===== config.mk =====
export PLATFORM = sky130hd
export DESIGN_NAME = lhn_seq_mult_ctrl_flat
export DESIGN_NICKNAME = d
export VERILOG_FILES = /design/src/rtl/lhn_seq_mult_ctrl_pkg.sv /design/src/rtl/lhn_seq_mult_ctrl_if.sv /design/src/rtl/lhn_seq_mult_ctrl.sv /design/src/flat_wrapper.sv
export SDC_FILE = /design/constraint.sdc
export NUM_CORES = 1
export LEC_CHECK = 0
export CAP_MARGIN = 10
export CORE_MARGIN = 3
export CORE_UTILIZATION = 40
export CTS_CLUSTER_SIZE = 8
export DETAILED_ROUTE_END_ITERATION = 6
export GPL_TIMING_DRIVEN = 0
export PLACE_DENSITY_LB_ADDON = 0.1
export SLEW_MARGIN = 20
export SYNTH_ARGS = -nofsm -noshare
export SYNTH_HDL_FRONTEND = slang
export SYNTH_SLANG_ARGS = --single-unit

===== constraint.sdc =====
create_clock -name Clock -period 1.9 [get_ports Clock]
set_clock_uncertainty 0.05 [all_clocks]
set_input_delay 0.57 -clock Clock [delete_from_list [all_inputs] [get_ports Clock]]
set_output_delay 0.57 -clock Clock [all_outputs]
set_load 0.05 [all_outputs]

===== src/rtl/lhn_seq_mult_ctrl_pkg.sv =====
// lhn_seq_mult_ctrl_pkg: shared width constants and FSM state type for the sequential multiplier
package lhn_seq_mult_ctrl_pkg;
  localparam int DEF_W = 7;
  typedef enum logic [1:0] {IDLE, RUN, DONE} state_t;
  function automatic int cnt_width(input int w);
    return $clog2(w + 1);
  endfunction
  localparam int CNT_W = cnt_width(DEF_W);
endpackage


===== src/rtl/lhn_seq_mult_ctrl_if.sv =====
// lhn_seq_mult_ctrl_if: multiply request/result and external adder bus; ovf present only with LHN_MULT_OVF_EN
interface lhn_seq_mult_ctrl_if
  import lhn_seq_mult_ctrl_pkg::*;
#(parameter int W = DEF_W);
  logic start;
  logic [W-1:0] a, b;
  logic busy, done;
  logic [2*W-1:0] product;
  logic [W-1:0] add_x, add_y, add_s;
  logic add_cin, add_cout;
`ifdef LHN_MULT_OVF_EN
  logic ovf;
  modport master (output start, a, b, add_s, add_cout,
                  input busy, done, product, add_x, add_y, add_cin, ovf);
  modport slave (input start, a, b, add_s, add_cout,
                 output busy, done, product, add_x, add_y, add_cin, ovf);
`else
  modport master (output start, a, b, add_s, add_cout,
                  input busy, done, product, add_x, add_y, add_cin);
  modport slave (input start, a, b, add_s, add_cout,
                 output busy, done, product, add_x, add_y, add_cin);
`endif
endinterface


===== src/rtl/lhn_seq_mult_ctrl.sv =====
// lhn_seq_mult_ctrl: shift-add unsigned multiplier controller using an external W-bit adder; LHN_MULT_OVF_EN adds ovf
module lhn_seq_mult_ctrl
  import lhn_seq_mult_ctrl_pkg::*;
#(parameter int W = DEF_W) (
  input logic Clock,
  input logic Resetn,
  lhn_seq_mult_ctrl_if.slave bus
);
  localparam int CW = cnt_width(W);
  state_t state;
  logic [W-1:0] m, p_hi, p_lo, nx_hi, nx_lo;
  logic [CW-1:0] cnt;
  logic run;
  assign run = state == RUN;
  assign {nx_hi, nx_lo} = {bus.add_cout, bus.add_s, p_lo[W-1:1]};
  assign bus.add_x = run ? p_hi : '0;
  assign bus.add_y = (run && p_lo[0]) ? m : '0;
  assign bus.add_cin = 1'b0;
  // FSM, shift-add datapath and registered busy/done/product
  always_ff @(posedge Clock or negedge Resetn) begin
    if (!Resetn) begin
      state <= IDLE;
      bus.busy <= 1'b0;
      bus.done <= 1'b0;
      bus.product <= '0;
      m <= '0;
      p_hi <= '0;
      p_lo <= '0;
      cnt <= '0;
`ifdef LHN_MULT_OVF_EN
      bus.ovf <= 1'b0;
`endif
    end else begin
      case (state)
        IDLE, DONE: begin
          bus.done <= 1'b0;
          bus.busy <= bus.start;
          state <= bus.start ? RUN : IDLE;
          if (bus.start) begin
            m <= bus.a;
            p_lo <= bus.b;
            p_hi <= '0;
            cnt <= '0;
          end
        end
        RUN: begin
          p_hi <= nx_hi;
          p_lo <= nx_lo;
          cnt <= cnt + 1'b1;
          if (cnt == CW'(W - 1)) begin
            bus.product <= {nx_hi, nx_lo};
            bus.busy <= 1'b0;
            bus.done <= 1'b1;
            state <= DONE;
`ifdef LHN_MULT_OVF_EN
            bus.ovf <= |nx_hi;
`endif
          end
        end
        default: state <= IDLE;
      endcase
    end
  end
endmodule

===== src/flat_wrapper.sv =====
// flat-port wrapper written by rule: the top's interface ports become plain ports
module lhn_seq_mult_ctrl_flat import lhn_seq_mult_ctrl_pkg::*;
#(parameter int W = DEF_W)
  (Clock, Resetn, bus_start, bus_a, bus_b, bus_add_s, bus_add_cout, bus_busy, bus_done, bus_product, bus_add_x, bus_add_y, bus_add_cin);
  lhn_seq_mult_ctrl_if #(.W(W)) bus_i ();
  input logic Clock;
  input logic Resetn;
  input wire logic [$bits(bus_i.start)-1:0] bus_start;
  input wire logic [$bits(bus_i.a)-1:0] bus_a;
  input wire logic [$bits(bus_i.b)-1:0] bus_b;
  input wire logic [$bits(bus_i.add_s)-1:0] bus_add_s;
  input wire logic [$bits(bus_i.add_cout)-1:0] bus_add_cout;
  output wire logic [$bits(bus_i.busy)-1:0] bus_busy;
  output wire logic [$bits(bus_i.done)-1:0] bus_done;
  output wire logic [$bits(bus_i.product)-1:0] bus_product;
  output wire logic [$bits(bus_i.add_x)-1:0] bus_add_x;
  output wire logic [$bits(bus_i.add_y)-1:0] bus_add_y;
  output wire logic [$bits(bus_i.add_cin)-1:0] bus_add_cin;
  assign bus_i.start = bus_start;
  assign bus_i.a = bus_a;
  assign bus_i.b = bus_b;
  assign bus_i.add_s = bus_add_s;
  assign bus_i.add_cout = bus_add_cout;
  assign bus_busy = bus_i.busy;
  assign bus_done = bus_i.done;
  assign bus_product = bus_i.product;
  assign bus_add_x = bus_i.add_x;
  assign bus_add_y = bus_i.add_y;
  assign bus_add_cin = bus_i.add_cin;
  lhn_seq_mult_ctrl #(.W(W)) u_core (.Clock(Clock), .Resetn(Resetn), .bus(bus_i));
endmodule

### After elaboration in Yosys (flattened, before gate mapping)

Index checks and enable logic that the tools add are counted.

| cells by class | value |
|---|---|
| muxes and demuxes | 15 |
| add/sub/neg operators | 1 |
| equal/unequal tests | 5 |
| reductions and logical operators | 8 |

Operators by type and width:

| kind | count |
|---|---|
| 7-bit two-way mux | 4 |
| 7-bit case mux with 2 select lines | 2 |
| 2-bit AND reduction | 4 |
| 3-bit case mux with 2 select lines | 1 |
| 2-bit != test, second input constant | 2 |
| 1-bit case mux with 2 select lines | 2 |
| 2-bit case mux with 2 select lines | 1 |
| 3-bit by 1-bit adder with 3-bit output, second input constant | 1 |
| 3-bit == test, second input constant | 1 |
| 1-bit two-way mux | 3 |
| 3-bit two-way mux | 1 |
| 2-bit by 1-bit == test with 1-bit output, second input constant | 1 |
| 2-bit == test, second input constant | 1 |
| 2-bit zero test | 1 |
| 2-bit two-way mux | 1 |
| 2-bit nonzero test | 1 |
| 2-bit OR reduction | 1 |
| 1-bit logical AND | 1 |

| storage, ports and cells | value |
|---|---|
| register bits after elaboration | 42 |
| output and inout bits | 31 |
| logic and storage cells | 37 |

### Depth between registers and ports, before layout

Gate-level depths: netlist of the first run.

| logic depth | value |
|---|---|
| word-level depth | 4 |
| depth in mapped cells | 6 |
| depth with buffers taken out | 5 |

### Least setup slack after synthesis of the first run

No wires, ideal clock.

| timing path | value |
|---|---|
| kind | reg-to-output |
| start | reg u_core.state[1] |
| end | out bus_add_y[0] |
| arrival | 1.440 ns |
| buffers on the path | 3 |
| slack | -0.160 ns |
| stages on the path, launching flop included | 6 |
| cell sequence | dfrtp_1 buf_6 nor2b_4 buf_6 clkbuf_1 and3_1 |

| between the ends | value |
|---|---|
| longest elaborated chain between the ends | 3 |

Ends and longest elaborated chain:

| element | RTL line | RTL |
|---|---|---|
| start: declaration | lhn_seq_mult_ctrl.sv:10 | `state_t state;` |
| start signal: assignment | lhn_seq_mult_ctrl.sv:38 | `state <= bus.start ? RUN : IDLE;` |
| 2-bit by 1-bit == test with 1-bit output | lhn_seq_mult_ctrl.sv:14 | `assign run = state == RUN;` |
| 1-bit logical AND | lhn_seq_mult_ctrl.sv:17 | `assign bus.add_y = (run && p_lo[0]) ? m : '0;` |
| 7-bit two-way mux | lhn_seq_mult_ctrl.sv:17 |  |
| end: declaration | flat_wrapper.sv:17 | `output wire logic [$bits(bus_i.add_y)-1:0] bus_add_y;` |

No other way between the ends.

### Final worst setup path of the first run

| timing path | value |
|---|---|
| start | reg u_core.state[1] |
| end | out bus_add_y[6] |

Same word-level chain as after synthesis.

==> results of run 1 <==
==> cell usage in the layout (no fill, tap or decap), drive strengths merged <==
master	Yosys	final
inv	2	2
nand3	3	3
and3	7	7
a22oi	1	1
dfrtp	42	42
nor2b	2	2
dlygate4sd2	0	16
nor2	9	9
ha	2	2
clkbuf	4	10
bufinv	0	1
buf	7	29
clkdlybuf4s50	0	23
conb	1	1
and2	7	7
o21a	1	1
nand2	27	27
mux2	17	17
nand2b	3	3
o22ai	6	6
o21ai	3	3
a22o	9	9
nor3	6	6
xnor2	1	1
==> synth_stat cells <==
cell type   n  area, um^2
nor2b_1     1        6.26
nor2_1      9        33.8
a22o_1      9        78.8
nor3_1      6        30.0
o21a_1      1        7.51
mux2_4      9         135
ha_1        2        25.0
inv_1       2        7.51
nand3_4     1        17.5
nor2b_4     1        13.8
clkbuf_1    4        15.0
buf_4       1        7.51
nand2b_1    3        18.8
xnor2_1     1        8.76
and3_1      7        43.8
mux2_2      8        90.1
and2_1      7        43.8
o21ai_0     3        15.0
conb_1      1        3.75
dfrtp_1    42        1050
buf_6       3        33.8
o22ai_1     6        37.5
nand3_1     2        10.0
nand2_1    27         101
buf_2       3        15.0
a22oi_1     1        7.51
==> where the power goes <==
part | switching (mW) | internal [mW] | total [mW] | leakage, nW
combinational | 1.89 | 1.37 | 3.26 | 0.762
clock | 0.288 | 0.420 | 0.709 | 0.0573
sequential | 0.293 | 1.33 | 1.62 | 0.501
total | 2.47 | 3.12 | 5.59 | 1.32
==> worst max-delay path: cells and delay by family, from the launching register on <==
kind	cells	cell delay, ns
buf+inv	3	0.41
simple gates	2	0.31
flops	1	0.44
==> cell type report <==
class / instances / area, um^2 / area share
buffer: 10 / 103 / 0.0373
clock inverter: 1 / 30.0 / 0.0109
sequential: 42 / 1050 / 0.383
tap: 52 / 65.1 / 0.0237
clock buffer: 6 / 82.6 / 0.0301
multi-input combinational: 105 / 772 / 0.281
timing repair buffer: 62 / 636 / 0.231
inverter: 2 / 7.51 / 0.00273
==> routing by layer <==
layer  vias to the layer above  share of wire  GRT usage
met5                         -              0          0
met3                         7          0.058     0.0378
met4                         0          0.012     0.0563
met2                        47           0.48      0.282
met1                       692           0.45      0.245
li1                        680              -          -
==> worst max-delay path by stage <==
| stage | start | end | slack (ns) | cells past startpoint |
|---|---|---|---|---|
| after global placement | u_core.state[1]$_DFFE_PN0P_ | bus_add_x[4] | -0.92 | 6 |
| after global routing | u_core.state[1]$_DFFE_PN0P_ | bus_add_y[6] | -0.21 | 5 |
| after floorplan | u_core.state[1]$_DFFE_PN0P_ | bus_add_y[0] | -0.08 | 5 |
| after detailed placement | u_core.state[1]$_DFFE_PN0P_ | bus_add_x[3] | -0.90 | 6 |
| final | u_core.state[1]$_DFFE_PN0P_ | bus_add_y[6] | -0.17 | 5 |
| after CTS | u_core.state[1]$_DFFE_PN0P_ | bus_add_y[6] | -0.23 | 6 |
==> what timing repair did <==
| item | 4_1_cts | 5_1_grt |
|---|---|---|
| pin swaps | 0 | 2 |
| setup buffers | 5 | 2 |
| endpoints found under the setup margin | 30 | 28 |
| gates resized for setup | 130 | 6 |
==> registers in the layout, indices dropped and copies added (netlist names) <==
register            flops
u_core.bus.busy         1
u_core.bus.done         1
u_core.bus.product     14
u_core.cnt              3
u_core.m                7
u_core.p_hi             7
u_core.p_lo             7
u_core.state            2
==> kinds of logic after synthesis <==
family,count (synthesis),share of synthesized area
and+or+nand+nor,64,0.172
DFF,42,0.566
AOI/OAI and AO/OA,20,0.0788
muxes,17,0.121
buffers and inverters,13,0.0424
adders and majority gates,2,0.0135
other,1,0.00202
xor gates and xnor gates,1,0.00471
==> through the flow <==
stage          setup TNS (ns)  area, um^2  total power [mW]  hold WS [ns]
4_1_cts                 -2.82        2730              5.57         0.144
3_5_place_dp           -14.25        2510              4.66         0.409
3_3_place_gp           -49.91        2490              4.59         0.400
5_1_grt                 -2.54        2750              5.90         0.151
6_report                -2.03        2750              5.59         0.142
2_1_floorplan          -0.144        1890              3.71         0.224
==> reports/metrics.cfg, run 1 <==
[run_status]
outcome=complete, but fails checks
failed_checks=negative setup slack

[sta]
finalCritPeriodShare=1.09
drv_slew=0
hold_viol_final=0
setup_viol=14
max_freq_mhz=483
rsz0062_at_grt=true
tightest_slew_ns=0.515
layout_setup_ws_ns=-0.169
slew_headroom=0.658
finalCriticalPeriod_ns=2.07

[routing]
drtIter0Drc=61
ant_nets=0
vias=1426
vias_per_cell=5.09
wl_um=4420
drc=0
firstDrtPassIters=4
wire_per_inst_um=15.8

[synthesis]
yosysSeqAreaShare=0.566
syn_nets=187
avgSynthCellArea_um2=11.6
synth_seq_cells=42
syn_area_um2=1860
synth-warning-count=0
syn_inst=160
ys_types=26

[die]
io_pins=56
die_h_um=74.2
dieArea_um2=5500
die_w_um=74.2
initial_core_util=0.421
core_um2=4410
rows=24

[worst_setup_path]
arrival_ns=1.45
crit_fanout=7
crit_slowest_cell=dfrtp_2
rrSetupSlack_ns=0.26
r2r-end=u_core.bus.product[3]$_DFFE_PN0P_
end_kind=output port
cpPeakStageDelay_ns=0.44
rr_worst_depth=6
rr_startpoint=u_core.state[1]$_DFFE_PN0P_
worst-setup-path-type=reg -> out
required_ns=1.28
crit_chain=nor2b_4, buf_6, clkbuf_16, and3_4, buf_8
cp-start-kind=flop

[place]
dp_slack_ns=-0.897
portBuffers=54
dpl.cell_count=267
routabilityCongestion=0.783
hpwlAfterDp_um=2990

[global_routing]
grt_max_degree=29
antenna_found_initial=0
grt_usage=0.178
grt_pass1_wl_um=7490
gr-total-overflow=0
grt_pass1_vias=1532

[clock_network]
cts-root-buf=clkbuf_8
cts_inserted_buffers=5
insertion_delay_ns=0.29
h-tree-depth=2
cts_buffer_depth=2
cts_hold_buffers=0
tritoncts=yes
clk_pin_slew_ns=0.08
clock-sinks=42

[power_and_ir_drop]
p_per_area_nw_per_um2=2030
ir_drop_mv=1.15
p_leak_nw=1.32

[layout]
diodes=0
synthToLayoutAreaGrowth_pct=47.9
final_cells=280
fill_cells=357
fin_nets=255
fin_util=0.622
drive_gt1_frac=0.316

[flow_run]
cap_violations=0

[hold_path]
hold_path.class=in -> async

No activity file was read; power rests on OpenSTA's default activity.
==> run 2, diff against run 1 <==
Settings changed: CORE_UTILIZATION 40 to 46, REMOVE_ABC_BUFFERS set to 1, SKIP_LAST_GASP set to 1.
==> reports/metrics.cfg, run 2 (same netlist as run 1, synthesis figures left out) <==
[clock_network]
clock-sinks=42  ; unchanged
cts_buffer_depth=2  ; unchanged
tritoncts=yes  ; unchanged
insertion_delay_ns=0.29  ; about the same
clk_pin_slew_ns=0.08  ; about the same
cts_inserted_buffers=5  ; unchanged
h-tree-depth=2  ; unchanged
cts-root-buf=clkbuf_8  ; unchanged

[global_routing]
gr-total-overflow=0  ; unchanged
grt_max_degree=24  ; was 29
antenna_found_initial=0  ; unchanged
grt_usage=0.202  ; was 0.178
grt_pass1_wl_um=7730  ; was 7490 um
grt_pass1_vias=1540  ; was 1532

[layout]
largest_reg_flops=14  ; unchanged
fin_nets=248  ; was 255
drive_gt1_frac=0.311  ; was 0.316
final_common_cell=dfrtp_1  ; unchanged
final_cell_mix=40 x dfrtp_1, 27 x nand2_1, 23 x clkdlybuf4s50_1  ; was 41 x dfrtp_1, 27 x nand2_1, 23 x clkdlybuf4s50_1
top_register=u_core.bus.product  ; unchanged
final_cells=270  ; was 280
diodes=0  ; unchanged
fill_cells=274  ; was 357
synthToLayoutAreaGrowth_pct=45.5  ; was 47.9%
fin_area_um2=2700  ; was 2750 um^2
fin_util=0.717  ; was 0.622

[routing]
firstDrtPassIters=4  ; unchanged
ant_nets=0  ; unchanged
wl_um=4420  ; about the same
wire_per_inst_um=16.4  ; was 15.8 um
vias_per_cell=5.26  ; was 5.09
drtIter0Drc=66  ; was 61
vias=1419  ; was 1426
drc=0  ; unchanged

[sta]
rsz0062_at_grt=true  ; unchanged
drv_slew=0  ; unchanged
tightest_slew_ns=0.654  ; was 0.515 ns
finalCritPeriodShare=1.04  ; was 1.09
fin_tns_setup_ns=-0.556  ; was -2.03 ns
setup_viol=14  ; unchanged
finalCriticalPeriod_ns=1.97  ; was 2.07 ns
slew_headroom=0.564  ; was 0.658
hold_viol_final=0  ; unchanged
layout_setup_ws_ns=-0.0679  ; was -0.169 ns
max_freq_mhz=508  ; was 483 MHz

[place]
routabilityCongestion=0.727  ; was 0.783
dpl.cell_count=252  ; was 267
dpl-instance-area_um2=2410  ; was 2510 um^2
portBuffers=54  ; unchanged
dp_slack_ns=-0.974  ; was -0.897 ns
hpwlAfterDp_um=2940  ; was 2990 um

[worst_setup_path]
required_ns=1.28  ; about the same
end_kind=output port  ; unchanged
cp_top_family=flip-flops  ; unchanged
crit_fanout=7  ; unchanged
cp-start-kind=flop  ; unchanged
worst-setup-path-type=reg -> out  ; unchanged
cpPeakStageDelay_ns=0.45  ; was 0.44 ns
cp_num_buf_inv=2  ; was 3
crit_chain=nor2b_4, buf_6, and3_4, buf_8  ; was nor2b_4, buf_6, clkbuf_16, and3_4, buf_8
crit_slowest_cell=dfrtp_2  ; unchanged
arrival_ns=1.35  ; was 1.45 ns

[die]
initial_core_util=0.493  ; was 0.421
io_pins=56  ; unchanged
die_w_um=69.6  ; was 74.2 um
dieArea_um2=4840  ; was 5500 um^2
core_um2=3770  ; was 4410 um^2
rows=22  ; was 24
die_h_um=69.6  ; was 74.2 um

[power_and_ir_drop]
p_clk_frac=0.107  ; was 0.127
comb_power_share=0.594  ; was 0.583
sequentialPowerShare=0.298  ; was 0.290
switching_share=0.455  ; was 0.442
p_int_mw=2.98  ; was 3.12 mW
p_leak_nw=1.30  ; was 1.32 nW
ir_drop_mv=1.32  ; was 1.15 mV
p_per_area_nw_per_um2=2020  ; was 2030 nW/um^2
power.switching_mw=2.49  ; was 2.47 mW

[run_status]
failed_checks=negative setup slack  ; unchanged
outcome=complete, but fails checks  ; unchanged

[hold_path]
hold_path.class=in -> async  ; unchanged

[flow_run]
cap_violations=0  ; unchanged

## run 2: changes by cell type in the layout (fill, tap and decap cells not counted), moves of 3 or more
cell    delta
buf_2      -3
and2_2     -5
buf_8      +6
buf_6      -6
and2_4     +5
## run 2: metal layers
metal	GRT usage	up-vias	routed length, um	share of wire
met5	0	-	0	0
met4	0.0521	0	41	0.0093
met3	0.0464	6	183	0.041
met2	0.328	36	2340	0.53
met1	0.273	714	1850	0.42
li1	-	663	-	-
## run 2: path summary, 6_finish.rpt
kind                                                  start                                 end  slack (ns)  depth (start not counted)
worst max-delay path            u_core.state[1]$_DFFE_PN0P_                        bus_add_y[5]       -0.07                          4
worst min-delay path                                 Resetn         u_core.bus.busy$_DFFE_PN0P_        0.20                          1
worst max register to register  u_core.state[1]$_DFFE_PN0P_  u_core.bus.product[13]$_DFFE_PN0P_        0.05                          4
worst min register to register      u_core.m[2]$_DFFE_PN0P_             u_core.m[2]$_DFFE_PN0P_        0.44                          2
max in group asynchronous                            Resetn         u_core.state[1]$_DFFE_PN0P_        1.11                          2
min in group Clock                  u_core.m[2]$_DFFE_PN0P_             u_core.m[2]$_DFFE_PN0P_        0.44                          2
## run 2: repair_timing
item,4_1_cts,5_1_grt
pin swaps,9,0
setup buffers,7,2
setup endpoints to repair,48,14
hold buffers,0,0
gates cloned,1,0
resized for setup,145,3
## run 2: layout make-up
cell class | count | area, um^2 | share of cell area
timing repair buffer | 64 | 688 | 0.255
clock inverter | 1 | 5.00 | 0.00185
clock buffer | 7 | 86.3 | 0.0319
inverter | 2 | 7.51 | 0.00278
sequential | 42 | 1050 | 0.390
multi-input combinational | 106 | 802 | 0.297
tap | 48 | 60.1 | 0.0222
## run 2: power by group through the flow
stage | Clock (mW) | Sequential [mW] | Combinational [mW]
6_report | 0.588 | 1.63 | 3.25
5_1_grt | 0.642 | 1.69 | 3.45
3_5_place_dp | 0 | 1.66 | 2.87
4_1_cts | 0.595 | 1.63 | 3.24
3_3_place_gp | 0 | 1.62 | 2.81
2_1_floorplan | 0 | 2.17 | 1.40
## run 2: stage by stage
stage               hold WS (ns)  power (mW)
global route               0.234        5.78
CTS                        0.212        5.46
detailed placement         0.408        4.53
global placement           0.400        4.43
floorplan                  0.224        3.57
finish                     0.196        5.47
## run 2: worst reg2reg max path: stages, from the launching register on
cell     delay [ns]
dfrtp_2        0.45
buf_4          0.16
nor2b_4        0.36
nand3_4        0.33
mux2_4         0.39
